## config.mk

```make
export PLATFORM = sky130hd
export DESIGN_NAME = cpu_sequencer
export DESIGN_NICKNAME = d
export VERILOG_FILES = /design/src/rtl/cpu_sequencer.sv
export SDC_FILE = /design/constraint.sdc
export NUM_CORES = 1
export LEC_CHECK = 0
export BUFFER_PORTS_ARGS = -buffer_cell sky130_fd_sc_hd__buf_2
export CORE_UTILIZATION = 46
export CTS_CLUSTER_SIZE = 12
export DETAILED_ROUTE_END_ITERATION = 12
export PLACE_DENSITY_LB_ADDON = 0.25
export SETUP_SLACK_MARGIN = 0.4
export SYNTH_ARGS = -nofsm -noshare
export SYNTH_HDL_FRONTEND = slang
export SYNTH_SLANG_ARGS = --single-unit
```

## constraint.sdc

```tcl
create_clock -name clk -period 2.4 [get_ports clk]
set_clock_uncertainty 0.2 [all_clocks]
set_input_delay 0.36 -clock clk [delete_from_list [all_inputs] [get_ports clk]]
set_output_delay 0.36 -clock clk [all_outputs]
set_load 0.005 [all_outputs]
```

## src/rtl/cpu_sequencer.sv

```systemverilog
// Multi-cycle fetch/execute/memory sequencer for a small core: drives the
// instruction/data memory port, the PC, the instruction register and the register-file write strobe.
module cpu_sequencer #(
    parameter int                 DATA_W   = 16,
    parameter int                 ADDR_W   = 16,
    parameter logic [ADDR_W-1:0]  RESET_PC = '0
) (
    input  logic              clk,
    input  logic              rst,
    output logic              mem_req,
    output logic              mem_we,
    output logic [ADDR_W-1:0] mem_addr,
    output logic [DATA_W-1:0] mem_wdata,
    input  logic [DATA_W-1:0] mem_rdata,
    input  logic              mem_ready,
    output logic [DATA_W-1:0] instr,
    input  logic [1:0]        dec_pc_sel,
    input  logic [ADDR_W-1:0] dec_target,
    input  logic [DATA_W-1:0] reg_target,
    input  logic              dec_mem_rd,
    input  logic              dec_mem_wr,
    input  logic [ADDR_W-1:0] dec_mem_addr,
    input  logic [DATA_W-1:0] dec_store_data,
    output logic              rf_we,
    output logic [DATA_W-1:0] load_data,
    output logic [ADDR_W-1:0] pc,
    output logic              halted,
    output logic [31:0]       retired
);

    typedef enum logic [1:0] {FETCH, EXEC, MEM, HALT} state_t;

    state_t            state;
    logic [ADDR_W-1:0] pc_q;
    logic [ADDR_W-1:0] next_pc;
    logic [ADDR_W-1:0] next_pc_q;
    logic [ADDR_W-1:0] reg_pc;
    logic [ADDR_W-1:0] op_addr;
    logic [DATA_W-1:0] op_wdata;
    logic              op_store;
    logic [DATA_W-1:0] instr_q;
    logic [DATA_W-1:0] load_q;
    logic [31:0]       retired_q;
    logic              is_mem_op;
    logic              load_done;

    generate
        if (DATA_W >= ADDR_W) begin : g_trunc
            assign reg_pc = reg_target[ADDR_W-1:0];
        end else begin : g_zext
            assign reg_pc = {{(ADDR_W-DATA_W){1'b0}}, reg_target};
        end
    endgenerate

    assign is_mem_op = dec_mem_rd | dec_mem_wr;

    always_comb begin
        next_pc = pc_q + {{(ADDR_W-1){1'b0}}, 1'b1};
        case (dec_pc_sel)
            2'b01:   next_pc = dec_target;
            2'b10:   next_pc = reg_pc;
            default: next_pc = pc_q + {{(ADDR_W-1){1'b0}}, 1'b1};
        endcase
    end

    // A memory instruction parks its target PC in next_pc_q so the decoder
    // inputs only need to stay valid during EXEC for control flow.
    always_ff @(posedge clk) begin
        if (rst) begin
            state     <= FETCH;
            pc_q      <= RESET_PC;
            next_pc_q <= '0;
            op_addr   <= '0;
            op_wdata  <= '0;
            op_store  <= 1'b0;
            instr_q   <= '0;
            load_q    <= '0;
            retired_q <= '0;
        end else begin
            case (state)
                FETCH: begin
                    if (mem_ready) begin
                        instr_q <= mem_rdata;
                        state   <= EXEC;
                    end
                end
                EXEC: begin
                    if (dec_pc_sel == 2'b11) begin
                        state <= HALT;
                    end else if (is_mem_op) begin
                        op_addr   <= dec_mem_addr;
                        op_wdata  <= dec_store_data;
                        op_store  <= dec_mem_wr;
                        next_pc_q <= next_pc;
                        state     <= MEM;
                    end else begin
                        pc_q      <= next_pc;
                        retired_q <= retired_q + 32'd1;
                        state     <= FETCH;
                    end
                end
                MEM: begin
                    if (mem_ready) begin
                        if (!op_store) begin
                            load_q <= mem_rdata;
                        end
                        pc_q      <= next_pc_q;
                        retired_q <= retired_q + 32'd1;
                        state     <= FETCH;
                    end
                end
                default: state <= HALT;
            endcase
        end
    end

    // Strobes are gated with rst so nothing is requested or written while reset is held.
    assign load_done = !rst && (state == MEM) && mem_ready && !op_store;
    assign mem_req   = !rst && ((state == FETCH) || (state == MEM));
    assign mem_we    = !rst && (state == MEM) && op_store;
    assign mem_addr  = (state == MEM) ? op_addr : pc_q;
    assign mem_wdata = op_wdata;
    assign rf_we     = load_done ||
                       (!rst && (state == EXEC) && (dec_pc_sel != 2'b11) && !is_mem_op);
    assign load_data = load_done ? mem_rdata : load_q;
    assign instr     = instr_q;
    assign pc        = pc_q;
    assign halted    = (state == HALT);
    assign retired   = retired_q;

endmodule

```

==> results.cfg, run 1 <==
[sta]
setup_violations = 0
final.period_utilization_pct = 99.4
rsz0062_at_grt = true
max_freq_mhz = 419
layout_min_cycle_time_ns = 2.39
max_slew_margin_pct = 51.3
hold_violations = 0
finalMaxSlewViolations = 0
worst_pin_slew_ns = 0.730
hold_ws_ns = 0.124

[drt]
drc = 0
avgRoutedWirePerCell_um = 17.0
wl_um = 20700
drt_iter0_markers = 638
viasPerCell = 5.53
drt_pass1_iterations = 6
vias = 6726
drtAntennaViolNets = 0

[logic_synthesis]
synth.distinct_cells = 49
yosysTopAreaCell = dfxtp_1
synth_nets = 854
synth_flop_cell = dfxtp_1
syn_area_um2 = 6060
yosysSeqAreaShare_pct = 43.3
yosysWarnings = 0
synthCells = 762
synth_seq_cells = 131
avgSynthCellArea_um2 = 7.96
synth_edf_count = 0
yosys-top-cells-area = dfxtp_1 43%, nand2_1 11%, a21oi_1 7.0%, clkbuf_1 3.2%, mux2_2 3.0%
synth.top_cell.area_share_pct = 43.3
synthArstFlopShare_pct = 0

[global_routing]
grt_pass1_vias = 5838
grt_use_total_pct = 28.6
antenna_found_initial = 0
grt_max_degree = 62
grt_overflow_total = 0
grt_pass1_wl_um = 29700

[critical_path]
cp-startpoint = op_store
reg2reg_slack_ns = 0.37
cp_slowest_stage_delay_ns = 0.32
r2r-end = retired[25]
path_class = flip-flop to output port
cp_cell_sequence = nand2b_4, nor3_4, buf_6, clkbuf_16, mux2_4, buf_6
endpoint_kind = output port
crit_path_start_kind = flip-flop
required_ns = 1.84
r2r_cells = 6
rr_startpoint = state[1]
cp_max_fo = 4
crit_end = load_data[5]
slowest_stage = dfxtp_2
crit_top_cell = buf_6
crit_arrival_ns = 1.83
crit_family = buffers and inverters
critPathBufInv = 3
path_depth = 6

[floorplan]
coreArea_um2 = 12700
dieHeight_um = 117
io_pins = 203
die-width_um = 117
num_rows = 41
initial_core_util_pct = 47.6
die_area_um2 = 13600

[clock_network]
clk_pin_slew_ns = 0.05
ctsLongestPathBuffers = 2
htreeDepth = 4
cts_tree = built
numCtsBuffers = 17
clk_root_buffer_cell = clkbuf_16
cts_sinks = 131
clk_latency_ns = 0.42

[placed_design]
routabilityCongestion = 0.845
port_buffers = 202
dp.cells = 1107
dp_hpwl_um = 11700
placed_area_um2 = 7390

[final_layout]
fin_cells = 1217
layout-drive-gt1-share_pct = 36.7
n_fill_cell = 965
multi_input_area_um2 = 3550
antenna_cells = 0
nNetsFinal = 1127
stdcell_area_um2 = 9340
regArea_um2 = 2660
final_core_util_pct = 73.4
syn_to_final_growth_pct = 54.1

[status]
status = finished, final reports clean

[power_and_ir_drop]
powerDensity_nw_per_um2 = 601
p_leak_nw = 3.94
worst_ir_drop_vdd_uv = 512

[flow_run]
maxCapViolCount = 0

[hold_path]
min_path_type = input pin to flip-flop
placed cells by master (no fill, tap or decap), types with 4 or more instances in the layout:
| cell type | Yosys | routed |
|---|---|---|
| or2_2 | 4 | 4 |
| xor2_1 | 9 | 9 |
| or3_1 | 14 | 8 |
| a21oi_2 | 0 | 6 |
| dfxtp_2 | 0 | 10 |
| clkbuf_8 | 0 | 6 |
| nor2_1 | 48 | 47 |
| and3_1 | 9 | 7 |
| a211oi_1 | 6 | 6 |
| inv_1 | 6 | 6 |
| a211o_1 | 7 | 7 |
| buf_12 | 0 | 7 |
| or3_4 | 1 | 8 |
| nand2_1 | 178 | 178 |
| xnor2_1 | 18 | 18 |
| dfxtp_4 | 0 | 6 |
| mux2_4 | 0 | 16 |
| a22oi_1 | 5 | 5 |
| nand3_1 | 21 | 16 |
| nand4_1 | 17 | 17 |
| nand3_2 | 0 | 5 |
| buf_4 | 0 | 39 |
| nor3_1 | 6 | 5 |
| o31ai_1 | 5 | 5 |
| nor4_2 | 1 | 10 |
| buf_6 | 1 | 24 |
| a22o_1 | 17 | 16 |
| dlygate4sd3_1 | 0 | 48 |
| o21ai_0 | 20 | 11 |
| clkbuf_16 | 0 | 21 |
| a221oi_1 | 18 | 18 |
| o21ai_1 | 0 | 7 |
| buf_2 | 4 | 186 |
| dfxtp_1 | 131 | 115 |
| a21oi_1 | 85 | 79 |
how the worst min path moves through the flow:
stage	endpoint	slack [ns]	from	depth (start not counted)
after detailed placement	next_pc_q[13]	0.24	next_pc_q[13]	2
after global routing	state[1]	0.15	mem_ready	3
after floorplan	next_pc_q[13]	0.23	next_pc_q[13]	2
after global placement	next_pc_q[13]	0.24	next_pc_q[13]	2
final	state[1]	0.12	mem_ready	3
after CTS	state[1]	0.10	mem_ready	3
metal layers:
metal	global-route usage (%)	vias to the layer above	wire, um
met3	8.14	27	1670
met5	0	-	0
met1	36.5	3144	8670
met2	46.2	311	10000
met4	10.2	0	351
li1	-	3244	-
power by group:
group	switching, mW	total (mW)	internal, mW
clock network	0.918	2.49	1.57
registers	0.0567	2.31	2.25
logic	0.421	0.822	0.400
per-stage QoR:
stage	setup TNS (ns)	power, mW	setup WS [ns]
after floorplan	0	2.69	0.385
after global routing	-0.420	5.81	-0.0369
final	0	5.62	0.0145
after detailed placement	0	2.97	0.147
after global placement	0	2.97	0.184
after CTS	0	5.56	0.00325
cell families after synthesis:
| group | Yosys count | synth area share (%) |
|---|---|---|
| AND/OR/NAND/NOR | 337 | 25.6 |
| multiplexers | 17 | 3.14 |
| flip-flops | 131 | 43.3 |
| adder cells (fa/ha/maj) | 5 | 1.03 |
| buffers and inverters | 66 | 4.29 |
| AO/OA/AOI/OAI | 179 | 18.8 |
| XOR/XNOR | 27 | 3.90 |
timing repair:
action	4_1_cts	5_1_grt
resized for setup	46	80
hold buffers	48	0
buffers inserted	12	10
hold endpoints to repair	61	0
gates cloned	5	6
setup endpoints to repair	70	118
pin swaps	5	23
synthesized netlist by cell type (all sizes together) (8+ instances only):
cell,instances
nand2,178
dfxtp,131
a21oi,85
clkbuf,52
nor2,48
nand3,21
o21ai,20
a221oi,18
xnor2,18
a22o,17
nand4,17
mux2,16
or3,15
nor4,14
and3,9
xor2,9
buf,8
tightest hold or removal path, stage by stage:
cell,delay [ns]
buf_2,0.16
nand2b_1,0.12
a21oi_1,0.05
registers in the layout, summed over array words and instances (netlist names):
register and cells:
load_q 16, instr 16, retired 32, mem_wdata 16, state 2, next_pc_q 16, pc 16, op_store 1
op_addr 16
cell type report:
class	count	share of cell area, %
Multi-Input combinational cell	567	38.0
Sequential cell	131	28.4
Timing Repair Buffer	312	25.0
Clock buffer	25	5.52
Tap cell	172	2.30
Clock inverter	4	0.509
Inverter	6	0.241
No activity file was read; power rests on OpenSTA's default activity.
==> run 2: changes to the inputs <==
--- a/config.mk
+++ b/config.mk
@@ -6,7 +6,8 @@
 export NUM_CORES = 1
 export LEC_CHECK = 0
 export BUFFER_PORTS_ARGS = -buffer_cell sky130_fd_sc_hd__buf_2
-export CORE_UTILIZATION = 46
+export CORE_UTILIZATION = 45
+export CTS_CLUSTER_DIAMETER = 100
 export CTS_CLUSTER_SIZE = 12
 export DETAILED_ROUTE_END_ITERATION = 12
 export PLACE_DENSITY_LB_ADDON = 0.25
==> run 2 against run 1 <==
Net effect:
- critical path depth did not move
- design area rose by 3.0%
- flip-flop and latch count did not move
- register-to-register slack got worse by 0.19 ns
- sequential share of layout area fell by 0.96 points
==> results.cfg, run 2 (same netlist as run 1, synthesis figures left out) <==
[final_layout]
layout-drive-gt1-share_pct = 37.4
antenna_cells = 0
stdcell_area_um2 = 9620
largest_reg_flops = 32
nNetsFinal = 1132
layout_common_cells = 185 x buf_2, 162 x nand2_1, 122 x dfxtp_1
layout_commonest_cell = buf_2
n_fill_cell = 926
syn_to_final_growth_pct = 58.7

[clock_network]
ctsLongestPathBuffers = 2
numCtsBuffers = 17
cts_tree = built
htreeDepth = 4
clk_root_buffer_cell = clkbuf_16
cts_sinks = 131
clk_pin_slew_ns = 0.05
clk_latency_ns = 0.42

[power_and_ir_drop]
p_comb_share_pct = 15.2
power_mw = 5.63
p_leak_nw = 4.26
switchingPower_mw = 1.42
powerDensity_nw_per_um2 = 586
seqPwrFrac_pct = 40.9
clock_power_share_pct = 43.8
switching_share_pct = 25.2
worst_ir_drop_vdd_uv = 570
power.internal_mw = 4.22

[hold_path]
hold_path_startpoint = mem_rdata[2]
min_path_type = input pin to flip-flop

[flow_run]
maxCapViolCount = 0

[critical_path]
cp_max_fo = 4
crit_arrival_ns = 1.82
slowest_stage = dfxtp_2
rr_startpoint = state[1]
cp_cell_sequence = nand2b_4, nor3_4, buf_6, clkbuf_16, mux2_4, buf_6
critPathBufInv = 3
path_class = flip-flop to output port
reg2reg_slack_ns = 0.18
required_ns = 1.84
crit_path_start_kind = flip-flop
cp-startpoint = op_store
crit_family = buffers and inverters
cp_slowest_stage_delay_ns = 0.33
crit_top_cell = buf_6
endpoint_kind = output port

[drt]
vias = 6838
drtAntennaViolNets = 0
drc = 0
drt_pass1_iterations = 5
drt_iter0_markers = 494
wl_um = 20700
avgRoutedWirePerCell_um = 16.9
viasPerCell = 5.57

[global_routing]
antenna_found_initial = 0
grt_max_degree = 45
grt_use_total_pct = 28.3
grt_pass1_wl_um = 31400
grt_pass1_vias = 6222
grt_overflow_total = 0

[floorplan]
die_area_um2 = 13900
num_rows = 42
initial_core_util_pct = 46.0
coreArea_um2 = 13200
dieHeight_um = 118
io_pins = 203
die-width_um = 118

[sta]
finalMaxSlewViolations = 0
hold_violations = 0
layout_min_cycle_time_ns = 2.38
hold_ws_ns = 0.0248
max_freq_mhz = 420
rsz0062_at_grt = true
fin_tns_setup_ns = 0
max_slew_margin_pct = 24.9
final.period_utilization_pct = 99.1
setup_violations = 0
worst_pin_slew_ns = 1.12

[status]
status = finished, final reports clean

[placed_design]
port_buffers = 202
dp_hpwl_um = 11400
placed_area_um2 = 7390
routabilityCongestion = 0.827
[run 2: cell types whose count changed in the layout (fill, tap and decap cells not counted), sizes merged]
cell / previous run / this run
buf: 258 / 266
bufinv: 1 / 2
clkbuf: 29 / 28
clkinv: 2 / 4
clkinvlp: 1 / 0
dlygate4sd3: 48 / 47
o21ai: 21 / 20
[run 2: power groups by stage]
stage	logic, mW	registers, mW	clock network (mW)
2_1_floorplan	0.340	2.35	0
3_3_place_gp	0.619	2.35	0
3_5_place_dp	0.622	2.35	0
4_1_cts	0.755	2.30	2.49
5_1_grt	0.927	2.31	2.61
6_report	0.859	2.31	2.47
[run 2: what timing repair did]
action / CTS / global route
setup endpoints to repair: 63 / 88
buffers inserted: 13 / 18
resized for setup: 42 / 132
endpoints found under the hold margin: 62 / 0
gates cloned: 6 / 3
pin swaps: 11 / 59
hold buffers: 47 / 0
[run 2: path summary, 6_finish.rpt]
| kind | end | cells past startpoint |
|---|---|---|
| worst max register to register | retired[26] | 9 |
| worst min-delay path | load_q[2] | 2 |
| worst min register to register | instr[4] | 2 |
| worst max-delay path | load_data[12] | 6 |
[run 2: cell type report]
| class | instances | area (um^2) | share of cell area (%) |
|---|---|---|---|
| timing repair buffer | 318 | 2470 | 25.7 |
| inverter | 6 | 22.5 | 0.234 |
| tap | 176 | 220 | 2.29 |
| sequential | 131 | 2640 | 27.5 |
| clock inverter | 6 | 80.1 | 0.832 |
| clock buffer | 25 | 465 | 4.84 |
| multi-input combinational | 566 | 3720 | 38.7 |
[run 2: metrics by stage]
step           utilization [%]  setup slack, ns  cells
2_1_floorplan                -            0.385    762
3_5_place_dp              56.0            0.147   1110
4_1_cts                   67.2          0.00266   1207
3_3_place_gp              56.0            0.186   1110
6_report                  72.9           0.0210   1228
5_1_grt                   72.9          -0.0331   1228
[run 2: layer usage]
metal / wire length, um / track usage (%) / up-vias
met5: 0 / 0 / -
met4: 707 / 14.1 / 0
met3: 1150 / 6.49 / 54
met2: 9820 / 43.9 / 266
met1: 9070 / 36.9 / 3261
li1: - / - / 3257
==> run 3: changes to the inputs <==
--- a/config.mk
+++ b/config.mk
@@ -8,9 +8,10 @@
 export BUFFER_PORTS_ARGS = -buffer_cell sky130_fd_sc_hd__buf_2
 export CORE_UTILIZATION = 45
 export CTS_CLUSTER_DIAMETER = 100
-export CTS_CLUSTER_SIZE = 12
+export CTS_CLUSTER_SIZE = 10
 export DETAILED_ROUTE_END_ITERATION = 12
 export PLACE_DENSITY_LB_ADDON = 0.25
+export RECOVER_POWER = 50
 export SETUP_SLACK_MARGIN = 0.4
 export SYNTH_ARGS = -nofsm -noshare
 export SYNTH_HDL_FRONTEND = slang
==> run 3 against run 2 <==
Net effect:
- routed wire length shrank 0.41%
- setup slack improved by 0.0013 ns
- combinational power is 2% lower
- clock power about the same
- total power decreased by 0.35%
- count of clock-buffer cells in the layout unchanged
- critical endpoint unchanged
- non-clock buffer count is the same
- register-to-register slack barely moved
==> results.cfg, run 3 (same netlist as run 1, synthesis figures left out) <==
[sta]
max_slew_margin_pct = 26.2
hold_ws_ns = 0.0251
worst_pin_slew_ns = 1.10
rsz0062_at_grt = true
layout_min_cycle_time_ns = 2.38
fin_tns_setup_ns = 0
setup_violations = 0
hold_violations = 0
timing.final.ws_setup_ns = 0.0223
final.period_utilization_pct = 99.1
max_freq_mhz = 421
finalMaxSlewViolations = 0

[final_layout]
layout_common_cells = 162 x nand2_1, 160 x buf_2, 128 x dfxtp_1
layout_commonest_cell = nand2_1
nNetsFinal = 1132
antenna_cells = 0
syn_to_final_growth_pct = 57.1
largest_reg_flops = 32
final_core_util_pct = 72.2
layout-drive-gt1-share_pct = 33.5
n_fill_cell = 950

[clock_network]
clk_pin_slew_ns = 0.05
cts_tree = built
numCtsBuffers = 17
clk_latency_ns = 0.42
htreeDepth = 4
ctsLongestPathBuffers = 2
clk_root_buffer_cell = clkbuf_16
cts_sinks = 131

[drt]
drc = 0
wl_um = 20700
drtAntennaViolNets = 0
drt_iter0_markers = 537
drt_pass1_iterations = 5
avgRoutedWirePerCell_um = 16.8
vias = 6842
viasPerCell = 5.57

[critical_path]
crit_arrival_ns = 1.82
cp_max_fo = 4
required_ns = 1.84
r2r_cells = 9
crit_path_start_kind = flip-flop
path_class = flip-flop to output port
endpoint_kind = output port
reg2reg_slack_ns = 0.19

[power_and_ir_drop]
worst_ir_drop_vdd_uv = 570
p_leak_nw = 4.11
power_mw = 5.61
powerDensity_nw_per_um2 = 589

[global_routing]
grt_use_met2_pct = 43.9
grt_overflow_total = 0
grt_max_degree = 45
grt_use_met3_pct = 6.49
grt_pass1_wl_um = 31400
grt_use_total_pct = 28.3
grt_busiest_layer = met2
grt_pass1_vias = 6222
antenna_found_initial = 0
grtUsageMet1_pct = 36.9

[hold_path]
min_delay_path_depth = 2
min_path_type = input pin to flip-flop

[status]
status = finished, final reports clean

[floorplan]
die_area_um2 = 13900
io_pins = 203
coreArea_um2 = 13200
initial_core_util_pct = 46.0
num_rows = 42
die-width_um = 118
dieHeight_um = 118

[placed_design]
routabilityCongestion = 0.827
dp_hpwl_um = 11400
port_buffers = 202
pre_cts_slack_ns = 0.147

[flow_run]
maxCapViolCount = 0
## run 3: cell count changes in the layout (fill, tap and decap cells not counted), sizes merged
cell and delta:
clkbuf +36, buf -36
## run 3: per-stage QoR
step / instance area, um^2 / instances
3_3_place_gp: 7390 / 1110
5_1_grt: 9530 / 1228
2_1_floorplan: 6120 / 762
4_1_cts: 8860 / 1207
6_report: 9530 / 1228
3_5_place_dp: 7390 / 1110
## run 3: report_power, final
group          switching (mW)  internal (mW)  total [mW]
Clock                   0.924           1.54        2.47
Combinational           0.434          0.407       0.841
Sequential             0.0554           2.25        2.31
## run 3: layout make-up
| type | count | area [um^2] | share of cell area (%) |
|---|---|---|---|
| inverters | 6 | 22.5 | 0.236 |
| well taps | 176 | 220 | 2.31 |
| clock buffers | 25 | 465 | 4.89 |
| flip-flops and latches | 131 | 2630 | 27.6 |
| clock inverters | 6 | 80.1 | 0.841 |
| repair buffers | 318 | 2390 | 25.0 |
| multi-input cells | 566 | 3720 | 39.1 |
## run 3: layer usage
layer	part of all wire (%)	wire length, um
met2	48	9900
met3	6.1	1270
met1	43	8820
met4	3.2	667
met5	0	0
## run 3: critical path, stage by stage, from the launching register on
cell and delay [ns]:
dfxtp_2 0.33, nand2b_4 0.15, nor3_4 0.19, buf_6 0.15, clkbuf_16 0.14, mux2_4 0.31
buf_6 0.12
## run 3: final timing paths
check | endpoint | startpoint
max | load_data[12] | op_store
min reg2reg | op_addr[7] | op_addr[7]
max reg2reg | retired[26] | state[1]
min | load_q[2] | mem_rdata[2]
## run 3: what timing repair did
item / in CTS / in global routing
endpoints found under the hold margin: 62 / 0
pin swaps: 11 / 59
setup endpoints to repair: 63 / 88
setup buffers: 13 / 18
hold buffers: 47 / 0
cloned: 6 / 3
resized for setup: 42 / 132
